`config.mk`:
```
export PLATFORM = sky130hd
export DESIGN_NAME = mem_port_arbiter
export DESIGN_NICKNAME = d
export VERILOG_FILES = /design/src/rtl/mem_port_arbiter.sv
export SDC_FILE = /design/constraint.sdc
export NUM_CORES = 1
export LEC_CHECK = 0
export CAP_MARGIN = 20
export CORE_ASPECT_RATIO = 1.1
export CORE_MARGIN = 8
export CORE_UTILIZATION = 30
export DETAILED_ROUTE_END_ITERATION = 16
export HOLD_SLACK_MARGIN = 0.03
export PLACE_DENSITY = 0.81
export SLEW_MARGIN = 10
export SYNTH_ARGS = -nofsm -noshare
export SYNTH_HDL_FRONTEND = slang
export SYNTH_SLANG_ARGS = --single-unit
```
`constraint.sdc`:
```
create_clock -name clk -period 2.1 [get_ports clk]
set_clock_uncertainty 0.1 [all_clocks]
set_input_delay 0.42 -clock clk [delete_from_list [all_inputs] [get_ports clk]]
set_output_delay 0.42 -clock clk [all_outputs]
set_load 0.01 [all_outputs]
```
`src/rtl/mem_port_arbiter.sv`:
```
// Arbitrates the single data-memory port between the CPU memory stage and a DMA/loader requester.
// Optional MEM_ARB_STATS_EN adds the stall_cycles and dma_grants saturating counters.
//
// state     | meaning
// ----------|------------------------------------------------------------
// CPU_PRI   | CPU wins conflicts until the DMA has starved STARVE_LIMIT cycles
// DMA_BURST | forced DMA burst in progress, CPU frozen while DMA requests
module mem_port_arbiter #(
  parameter int STARVE_LIMIT = 8,
  parameter int BURST_MAX    = 4
) (
  input  logic        clk,
  input  logic        rst_n,
  input  logic [3:0]  cpu_mem_write_en,
  input  logic        cpu_mem_read_en,
  input  logic [31:0] cpu_mem_addr,
  input  logic [31:0] cpu_mem_write_data,
  output logic [31:0] cpu_mem_read_data,
  output logic        cpu_stall,
  input  logic        dma_req,
  input  logic [3:0]  dma_we,
  input  logic [31:0] dma_addr,
  input  logic [31:0] dma_wdata,
  output logic        dma_gnt,
  output logic        dma_rvalid,
  output logic [31:0] dma_rdata,
  output logic [3:0]  mem_write_en,
  output logic        mem_read_en,
  output logic [31:0] mem_addr,
  output logic [31:0] mem_write_data,
  input  logic [31:0] mem_read_data
`ifdef MEM_ARB_STATS_EN
  ,
  output logic [31:0] stall_cycles,
  output logic [31:0] dma_grants
`endif
);

  localparam int SW = (STARVE_LIMIT > 1) ? $clog2(STARVE_LIMIT + 1) : 1;
  localparam int BW = (BURST_MAX > 1) ? $clog2(BURST_MAX + 1) : 1;

  localparam logic [0:0] CPU_PRI   = 1'b0;
  localparam logic [0:0] DMA_BURST = 1'b1;

  logic [0:0]    state, state_nxt;
  logic [SW-1:0] starve_cnt;
  logic [BW-1:0] burst_cnt, burst_nxt, burst_inc;
  logic          cpu_rd_pend, dma_rd_pend;
  logic          hold_vld;
  logic [31:0]   hold_data;

  logic cpu_req, dma_rd, starve_hit, forced;
  logic dma_win, cpu_win, gnt_dma, gnt_cpu;

  assign cpu_req    = (|cpu_mem_write_en) | cpu_mem_read_en;
  assign dma_rd     = dma_req & (dma_we == 4'h0);
  assign starve_hit = (starve_cnt == SW'(STARVE_LIMIT));
  assign forced     = (state == CPU_PRI) & dma_req & cpu_req & starve_hit;
  assign burst_inc  = burst_cnt + BW'(1);

  always_comb begin
    dma_win = 1'b0;
    case (state)
      CPU_PRI:   dma_win = dma_req & (~cpu_req | starve_hit);
      DMA_BURST: dma_win = dma_req;
      default:   dma_win = 1'b0;
    endcase
  end

  assign cpu_win = cpu_req & ~dma_win;

  always_comb begin
    state_nxt = state;
    burst_nxt = burst_cnt;
    case (state)
      CPU_PRI: begin
        if (forced) begin
          burst_nxt = BW'(1);
          state_nxt = (BURST_MAX > 1) ? DMA_BURST : CPU_PRI;
        end
      end
      DMA_BURST: begin
        if (!dma_req) begin
          state_nxt = CPU_PRI;
        end else begin
          burst_nxt = burst_inc;
          if (burst_inc == BW'(BURST_MAX))
            state_nxt = CPU_PRI;
        end
      end
      default: state_nxt = CPU_PRI;
    endcase
  end

  // Qualify with rst_n so every output reads zero for the whole reset window.
  assign gnt_dma = rst_n & dma_win;
  assign gnt_cpu = rst_n & cpu_win;

  always_comb begin
    mem_write_en   = 4'h0;
    mem_read_en    = 1'b0;
    mem_addr       = 32'h0;
    mem_write_data = 32'h0;
    if (gnt_dma) begin
      mem_write_en   = dma_we;
      mem_read_en    = (dma_we == 4'h0);
      mem_addr       = dma_addr;
      mem_write_data = dma_wdata;
    end else if (gnt_cpu) begin
      mem_write_en   = cpu_mem_write_en;
      mem_read_en    = cpu_mem_read_en;
      mem_addr       = cpu_mem_addr;
      mem_write_data = cpu_mem_write_data;
    end
  end

  assign dma_gnt    = gnt_dma;
  assign cpu_stall  = rst_n & cpu_req & dma_win;
  assign dma_rvalid = dma_rd_pend;
  assign dma_rdata  = dma_rd_pend ? mem_read_data : 32'h0;

  always_comb begin
    cpu_mem_read_data = 32'h0;
    if (rst_n)
      cpu_mem_read_data = hold_vld ? hold_data : mem_read_data;
  end

  always_ff @(posedge clk or negedge rst_n) begin
    if (!rst_n) begin
      state     <= CPU_PRI;
      burst_cnt <= '0;
    end else begin
      state     <= state_nxt;
      burst_cnt <= burst_nxt;
    end
  end

  always_ff @(posedge clk or negedge rst_n) begin
    if (!rst_n) begin
      starve_cnt <= '0;
    end else if (dma_gnt) begin
      starve_cnt <= '0;
    end else if (dma_req && !starve_hit) begin
      starve_cnt <= starve_cnt + SW'(1);
    end
  end

  // A CPU load landing during a stall is parked until the CPU is released.
  always_ff @(posedge clk or negedge rst_n) begin
    if (!rst_n) begin
      cpu_rd_pend <= 1'b0;
      dma_rd_pend <= 1'b0;
      hold_vld    <= 1'b0;
      hold_data   <= 32'h0;
    end else begin
      cpu_rd_pend <= gnt_cpu & cpu_mem_read_en;
      dma_rd_pend <= dma_gnt & dma_rd;
      if (cpu_rd_pend && cpu_stall) begin
        hold_data <= mem_read_data;
        hold_vld  <= 1'b1;
      end else if (!cpu_stall) begin
        hold_vld  <= 1'b0;
      end
    end
  end

`ifdef MEM_ARB_STATS_EN
  always_ff @(posedge clk or negedge rst_n) begin
    if (!rst_n) begin
      stall_cycles <= 32'h0;
      dma_grants   <= 32'h0;
    end else begin
      if (cpu_stall && (stall_cycles != 32'hFFFF_FFFF))
        stall_cycles <= stall_cycles + 32'd1;
      if (dma_gnt && (dma_grants != 32'hFFFF_FFFF))
        dma_grants <= dma_grants + 32'd1;
    end
  end
`endif

endmodule

```
======== Word-level counts from Yosys, hierarchy flattened ========
Index checks and enable logic that the tools add are counted.
operators by class
  equality and inequality tests ........... 5
  bitwise logic cells ..................... 17
  reduce and logical (&&, ||, !) cells .... 7
  multiplexer cells ....................... 23
  $add $sub $neg .......................... 2
operators with widths
  operator                                       count
  2-to-1 mux 32 bit                              7
  2-to-1 mux 4 bit                               4
  AND 1 bit                                      12
  2-to-1 mux 1 bit                               7
  2-to-1 mux 3 bit                               2
  case mux 3 bit (2 select lines)                1
  adder 4 x 1 -> 4 bit, second input constant    1
  equality test 4 bit, second input constant     1
  logical NOT 4 bit                              1
  != test 2 bit, second input constant           2
  case mux 1 bit (2 select lines)                2
  OR reduction 4 bit                             1
  adder 3 x 1 -> 3 bit, second input constant    1
  equality test 3 bit, second input constant     1
  inverter 1 bit                                 3
  logical AND 1 bit                              2
  != test 2 x 1 -> 1 bit, second input constant  1
  OR 1 bit                                       2
  AND reduction 2 bit                            1
  nonzero test 2 bit                             1
  logical NOT 1 bit                              1
storage, ports and cells
  logic and storage cells ................. 61
  register bits after elaboration ......... 43

======== Logic depth before layout (Yosys ltp) ========
Gate-level depths: netlist of the first run.
  depth after elaboration ................. 11
  gate-level depth with buffers ........... 8

======== Worst setup path before layout of the first run ========
OpenSTA, ideal clock, no wires.
  path kind ............................... reg2out
  from .................................... reg starve_cnt[0]
  to ...................................... out mem_addr[0]
  data arrival time ....................... 1729 ps
  slack ................................... -149 ps
  stages on the path, launching flop included .. 9
  path through ............................ dfrtp_1 inv_1 ha_1 and3b_2 o21ai_2 nand2b_1 buf_2 buf_2 o22ai_1
between the ends
  word-level cells in the longest chain between the ends .. 9
  elaborated cells on any way between the ends .. 10
  those cells by class .................... eq/ne (1); mux (3); bitwise (6)
RTL lines
  element                              line  source
  start, declared                      46    logic [SW-1:0] starve_cnt;
  start signal, assigned               144   starve_cnt <= starve_cnt + SW'(1);
  equality test 4 bit (*)              57    assign starve_hit = (starve_cnt == SW'(STARVE_LIMIT));
  OR 1 bit (*)                         64    CPU_PRI: dma_win = dma_req & (~cpu_req | starve_hit);
  AND 1 bit (*)                        64
  case mux 1 bit (2 select lines) (*)  63    case (state)
  inverter 1 bit                       70    assign cpu_win = cpu_req & ~dma_win;
  AND 1 bit                            70
  AND 1 bit                            97    assign gnt_cpu = rst_n & cpu_win;
  2-to-1 mux 32 bit                    109   end else if (gnt_cpu) begin
  2-to-1 mux 32 bit (*)                104   if (gnt_dma) begin
  end, declared                        29    output logic [31:0] mem_addr,
Mark *: on every way between the ends. The rest lies on a longest branch, timed or not.

======== Final worst setup path of the first run ========
  from .................................... reg starve_cnt[1]
  to ...................................... out mem_write_data[29]
between the ends
  word-level cells in the longest chain between the ends .. 9
  elaborated cells on any way between the ends .. 10
  those cells by class .................... eq/ne (1); mux (3); bitwise (6)
RTL lines
  element                              line  source
  equality test 4 bit (*)              57
  OR 1 bit (*)                         64
  AND 1 bit (*)                        64
  case mux 1 bit (2 select lines) (*)  63
  inverter 1 bit                       70
  AND 1 bit                            70
  AND 1 bit                            97
  2-to-1 mux 32 bit                    109
  2-to-1 mux 32 bit (*)                104
  end, declared                        30    output logic [31:0] mem_write_data,
Marks and branches as above.

==> results of run 1 <==
[cell families (layout without fill, tap and decap cells)]
group / Yosys count / after routing / share of synthesized area [%]
compound gates: 84 / 84 / 14.7
xor+xnor: 1 / 1 / 0.232
fa+ha+maj: 4 / 4 / 1.32
buf+inv: 56 / 412 / 6.48
flops: 43 / 43 / 28.4
mux: 64 / 64 / 18.0
simple gates: 230 / 230 / 30.8
[layout by cell type, fill, tap and decap left out, drive strengths merged]
cell type / netlist / routed
clkdlybuf4s50: 0 / 165
buf: 22 / 159
nand2: 80 / 80
o22ai: 64 / 64
nand3: 60 / 60
dlygate4sd2: 0 / 49
dfrtp: 43 / 43
nor2b: 37 / 37
and2: 36 / 36
mux2i: 32 / 32
mux2: 32 / 32
clkbuf: 30 / 24
nor2: 7 / 7
a2bb2oi: 5 / 5
inv: 4 / 4
a21oi: 4 / 4
dlymetal6s2s: 0 / 4
o21ai: 4 / 4
ha: 4 / 4
nor3: 3 / 3
clkdlybuf4s15: 0 / 3
a211oi: 2 / 2
nand2b: 2 / 2
clkinv: 0 / 2
and3b: 1 / 1
and3: 1 / 1
nor4: 1 / 1
nand3b: 1 / 1
o31ai: 1 / 1
o2bb2ai: 1 / 1
nand4: 1 / 1
xor2: 1 / 1
o21a: 1 / 1
a22o: 1 / 1
a32o: 1 / 1
bufinv: 0 / 1
dlygate4sd3: 0 / 1
[worst min-delay path by stage]
stage / startpoint / to / slack, ns / cells past startpoint
finish: rst_n / state$_DFF_PN0_ / 0.05 / 2
global route: rst_n / state$_DFF_PN0_ / 0.05 / 2
CTS: rst_n / state$_DFF_PN0_ / 0.03 / 2
detailed placement: rst_n / starve_cnt[0]$_DFFE_PN0P_ / 0.17 / 1
global placement: rst_n / starve_cnt[0]$_DFFE_PN0P_ / 0.17 / 1
floorplan: rst_n / burst_cnt[0]$_DFFE_PN0P_ / 0.02 / 0
[per-layer routing]
layer | up-vias | part of all wire, %
met5 | - | 0
met4 | 0 | 3.1
met3 | 47 | 9.4
met2 | 310 | 49
met1 | 2457 | 38
li1 | 2416 | -
[final cells by class]
| cell class | instances | area (um2) | share of cell area [%] |
|---|---|---|---|
| Clock buffer | 5 | 125 | 1.49 |
| Tap cell | 157 | 196 | 2.34 |
| Multi-Input combinational cell | 383 | 3040 | 36.2 |
| Clock inverter | 3 | 43.8 | 0.522 |
| Sequential cell | 43 | 1080 | 12.8 |
| Inverter | 4 | 15.0 | 0.179 |
| Timing Repair Buffer | 400 | 3890 | 46.4 |
[sequential cells by signal, indices dropped and copies added, names as in the netlist]
register     cells
burst_cnt        3
cpu_rd_pend      1
state            1
hold_data       32
dma_rvalid       1
hold_vld         1
starve_cnt       4
[power breakdown]
group | internal (mW) | switching [mW]
registers | 1.20 | 0.201
clock network | 0.560 | 0.315
logic | 1.96 | 1.57
total | 3.72 | 2.08
[stage by stage]
stage	cell area, um2	hold slack, ns	setup slack, ns	TNS (ns)	std cells
final	8400	0.0499	-0.544	-38.99	995
after global routing	8400	0.0455	-0.585	-44.72	995
after CTS	8050	0.0323	-0.454	-30.70	986
after detailed placement	7680	0.168	-0.960	-78.06	956
after global placement	7680	0.169	-0.895	-74.68	956
after floorplan	4030	0.0244	-0.0965	-4.62	482
[repair_timing]
item,CTS,global route
gates cloned,3,8
pin swaps,14,16
setup endpoints to repair,163,124
gates resized for setup,438,72
buffers inserted,19,9
hold buffers,1,0
hold endpoints to repair,1,0
==> impl_metrics.json, run 1 <==
{
  "io_buffers": 307,
  "setup_violations": 103,
  "synth-edff-count": 0,
  "status": "finished, violations left",
  "grtUsageTotal_pct": 21.9,
  "path_max_fanout": 6,
  "slowest_stage": "dfrtp_1",
  "cp.required_ns": 1.58,
  "routedWlPerCell_um": 20.4,
  "ys_ff_latch": 43,
  "ant_nets": 0,
  "diodes": 0,
  "grt-busiest-layer": "met2",
  "reg2reg_slack_ns": -0.28,
  "vias": 5230,
  "drtIter0Drc": 293,
  "ys_warn_count": 0,
  "die_h_um": 134,
  "timing.rr.start": "starve_cnt[1]$_DFFE_PN0P_",
  "num-nets-final": 1013,
  "cts_made_buffers": 5,
  "path_clk_slew_ns": 0.06,
  "synthCells": 482,
  "timing.rr.end": "hold_data[1]$_DFFE_PN0P_",
  "fp.coreArea_um2": 12500,
  "grt_use_met2_pct": 38.2,
  "criticalPathCategory": "reg -> out",
  "grt_pass1_wl_mm": 28.5,
  "pwr_density_cell_nw_per_um2": 692,
  "max_freq_ghz": 0.378,
  "fin_crit_sh_pct": 126,
  "postLayoutCoreUtil_pct": 67.3,
  "setup_ws_ns": -0.544,
  "fin_crit_ns": 2.64,
  "grt_use_met1_pct": 25.5,
  "ff2ff_path_depth": 11,
  "slew_headroom_pct": 76.9,
  "worst-path-buf-inv": 4,
  "dp_hpwl_mm": 15.2,
  "tightest_slew_ns": 0.342,
  "yosysTopAreaCell": "dfrtp_1",
  "synth_top_area_share_pct": 28.4,
  "synth_nets": 658,
  "worstSetupStartpoint": "starve_cnt[1]$_DFFE_PN0P_",
  "synth-seq-area-share_pct": 28.4,
  "ys_async_sr_fraction_pct": 100,
  "cp_num_cells": 9,
  "cp_cell_sequence": "inv_1 > ha_2 > and3b_2 > o21ai_4 > nand2b_4 > buf_12 > clkbuf_16 > o22ai_2 > buf_2",
  "max_stage_delay_ns": 0.37,
  "die_w_um": 123,
  "rows": 43,
  "hold_class": "in -> async",
  "start_util_pct": 30.3,
  "final_layout_size_suffix_gt1_share_pct": 32.9,
  "rsz0062_at_grt": "true",
  "grt_pass1_vias": 5254,
  "num-fill-cells": 982,
  "overflow": 0,
  "cts_tree": "yes",
  "ioPinCount": 308,
  "syn_area_um2": 3780,
  "via_per_inst": 5.26,
  "worstPathArrival_ns": 2.12,
  "synthTopCellsByArea": "dfrtp_1 (28%), o22ai_1 (11%), mux2i_1 (8.5%)",
  "cap_violations": 0,
  "leakagePower_nw": 3.80,
  "drv_slew": 0,
  "grt.met3_usage_pct": 5.21,
  "endpoint_kind": "output pin",
  "gp_congestion": 1.00,
  "ys_top_cells_by_count": "nand2_1 (80), o22ai_1 (64), nand3_1 (60)",
  "finalHoldViolCount": 0,
  "dieArea_um2": 16500,
  "syn_to_final_growth_pct": 122,
  "cts-root-buf": "clkbuf_16",
  "total_power_mw": 5.81,
  "drc_errors": 0,
  "drt_first_pass_iters": 7,
  "clk_latency_ns": 0.28,
  "cts_sinks": 43,
  "critPathLaunchType": "register",
  "ir_worst_vdd_v": 0.000407,
  "antenna_found_initial": 0,
  "ys_types": 37,
  "clk_path_buf_depth": 2,
  "endpoint": "mem_write_data[29]",
  "yosysMostFrequentCell": "nand2_1",
  "grt_max_degree": 49,
  "synth-main-ff-cell": "dfrtp_1",
  "avgSynthCellArea_um2": 7.85,
  "htree_levels": 2,
  "violations": "setup timing",
  "critPathTopFamily": "buffers and inverters",
  "wl_mm": 20.3
}
Power figures use the tool's default switching activity.
==> inputs of run 2 (changes only) <==
ABC_AREA = 1   (was unset)
PLACE_DENSITY = 0.82   (was 0.81)
==> run 2 against run 1 <==
  * The run still ends with setup timing left
  * Sequential share of layout area rose by 0.39 points
  * Flip-flop and latch count did not move
  * Global-route usage rose by 0.98 points
==> impl_metrics.json, run 2 <==
{
  "status": "finished, violations left",
  "violations": "setup timing",
  "cp.required_ns": 1.58,
  "avgSynthCellArea_um2": 5.95,
  "overflow": 0,
  "synth_nets": 786,
  "io_buffers": 307,
  "top_register": "hold_data",
  "hold_buffers": 0,
  "drv_slew": 0,
  "num-nets-final": 1144,
  "die_h_um": 131,
  "drtIter0Drc": 394,
  "rsz0062_at_grt": "true",
  "start_util_pct": 30.4,
  "cp_cell_sequence": "inv_2 > ha_4 > nand3_4 > nand3_4 > a21oi_4 > buf_8 > buf_12 > nand2_1 > nand2_1 > buf_6",
  "worstPathArrival_ns": 1.88,
  "cap_violations": 0,
  "synthXorXnorAreaFrac_pct": 0.241,
  "mostFrequentLayoutCells": "nand2_1 (223), clkdlybuf4s50_1 (166), inv_1 (79)",
  "via_per_inst": 4.66,
  "cts-root-buf": "clkbuf_16",
  "final_layout_size_suffix_gt1_share_pct": 30.0,
  "diodes": 0,
  "die_w_um": 121,
  "vias": 5237,
  "drt_first_pass_iters": 5,
  "path_clk_slew_ns": 0.06,
  "critPathTopFamily": "buffers and inverters",
  "drc_errors": 0,
  "layout_commonest_cell": "nand2_1",
  "tightest_slew_ns": 0.378,
  "cts_made_buffers": 5,
  "ys_async_sr_fraction_pct": 100,
  "grt_pass1_wl_mm": 28.5,
  "synthTopCellsByArea": "nand2_1 (33%), dfrtp_1 (30%), inv_1 (8.5%)",
  "grt_pass1_vias": 5070,
  "synth-edff-count": 0,
  "ys_types": 23,
  "num-fill-cells": 976,
  "synthMuxAreaShare_pct": 0,
  "synth_top_family_by_area": "simple AND/OR/NAND/NOR gates",
  "critPathLaunchType": "register",
  "synthCells": 610,
  "htree_levels": 2,
  "synth-simple-area-share_pct": 37.3,
  "dp_hpwl_mm": 14.5,
  "setup_ws_ns": -0.298,
  "fin_crit_ns": 2.40,
  "dieArea_um2": 15900,
  "leakagePower_nw": 4.64,
  "routedWlPerCell_um": 17.6,
  "antenna_found_initial": 0,
  "dp_cells": 1085,
  "yosysTopAreaCell": "nand2_1",
  "setup_violations": 70,
  "path_max_fanout": 8,
  "slew_headroom_pct": 74.8,
  "synth_compound_area_share_pct": 16.4,
  "fp.coreArea_um2": 11900,
  "pre_cts_ws_ns": -0.844,
  "ys_warn_count": 0,
  "ir_worst_vdd_v": 0.000396,
  "synth-main-ff-cell": "dfrtp_1",
  "worst-path-buf-inv": 4,
  "cts_sinks": 43,
  "reg_top3": "hold_data x32, starve_cnt x4, burst_cnt x3",
  "criticalPathCategory": "reg -> out",
  "grtUsageTotal_pct": 22.9,
  "reg2reg_slack_ns": 0.13,
  "grt_max_degree": 33,
  "wl_mm": 19.8,
  "ys_ff_latch": 43,
  "fin_cells": 1123,
  "synth-seq-area-share_pct": 29.7,
  "clk_path_buf_depth": 2,
  "fin_crit_sh_pct": 114,
  "clk_latency_ns": 0.28,
  "gp_congestion": 0.910,
  "syn_area_um2": 3630,
  "cts_tree": "yes",
  "finalHoldViolCount": 0,
  "max_stage_delay_ns": 0.37,
  "ioPinCount": 308,
  "endpoint_kind": "output pin",
  "pwr_density_cell_nw_per_um2": 637,
  "yosysMostFrequentCell": "nand2_1",
  "syn_to_final_growth_pct": 125,
  "ant_nets": 0,
  "slowest_stage": "dfrtp_1",
  "hold_class": "in -> async",
  "synth_top_area_share_pct": 32.9,
  "synth_fa_ha_area_share_pct": 1.38,
  "max_freq_ghz": 0.417,
  "ys_top_cells_by_count": "nand2_1 (318), inv_1 (82), dfrtp_1 (43)",
  "largest_register_ffs": 32,
  "rows": 42
}
## run 2: timing repair
action,4_1_cts,5_1_grt
endpoints found under the setup margin,148,110
cloned,9,2
setup buffers,13,14
pin swaps,20,36
gates resized for setup,484,146
## run 2: layout make-up
type / count / area, um2 / area share [%]
Clock inverter: 2 / 35.0 / 0.430
Tap cell: 154 / 193 / 2.37
Sequential cell: 43 / 1080 / 13.2
Inverter: 84 / 323 / 3.96
Multi-Input combinational cell: 446 / 2450 / 30.1
Timing Repair Buffer: 388 / 3930 / 48.2
Clock buffer: 6 / 139 / 1.70
## run 2: metal layers
layer / part of all wire (%) / vias to the layer above / GRT usage (%)
met1: 36 / 2385 / 23.9
met2: 50 / 257 / 40.1
li1: - / 2558 / -
met4: 3.1 / 0 / 7.16
met5: 0 / - / 0
met3: 12 / 37 / 9.90
## run 2: path summary, 6_finish.rpt
path / start / to / cells past startpoint
min reg2reg: cpu_rd_pend$_DFF_PN0_ / hold_vld$_DFFE_PN0P_ / 1
max reg2reg: starve_cnt[0]$_DFFE_PN0P_ / hold_data[7]$_DFFE_PN0P_ / 10
max: starve_cnt[0]$_DFFE_PN0P_ / mem_addr[0] / 10
min in group clk: mem_read_data[26] / hold_data[26]$_DFFE_PN0P_ / 3
min: rst_n / hold_data[7]$_DFFE_PN0P_ / 2
max in group asynchronous: rst_n / hold_vld$_DFFE_PN0P_ / 3
## run 2: stage by stage
stage	util, %	instance area (um2)	hold slack (ns)	power [mW]	setup TNS [ns]
detailed placement	60.1	7170	0.354	3.86	-73.34
global placement	60.1	7170	0.367	3.78	-69.26
CTS	65.0	7750	0.0540	5.04	-19.10
floorplan	-	3630	0.0244	2.53	0
global route	68.3	8150	0.0719	5.55	-23.68
finish	68.3	8150	0.0571	5.19	-16.88
## run 2: worst register-to-register path: stages, from the launching register on
cell	delay, ns
dfrtp_1	0.40
inv_2	0.09
ha_4	0.14
nand3_4	0.07
buf_4	0.17
nand2_1	0.09
nand4_4	0.11
buf_4	0.17
buf_4	0.25
o21bai_1	0.20
nand2_1	0.08
## run 2: logic make-up after synthesis
family | after synthesis
compound gates | 100
xor+xnor | 1
fa+ha+maj | 4
buf+inv | 122
flops | 43
simple gates | 340
## run 2: power breakdown
group          internal (mW)  total (mW)  switching [mW]
Sequential              1.19        1.32           0.131
Clock                  0.591       0.891           0.300
Combinational           1.54        2.97            1.43
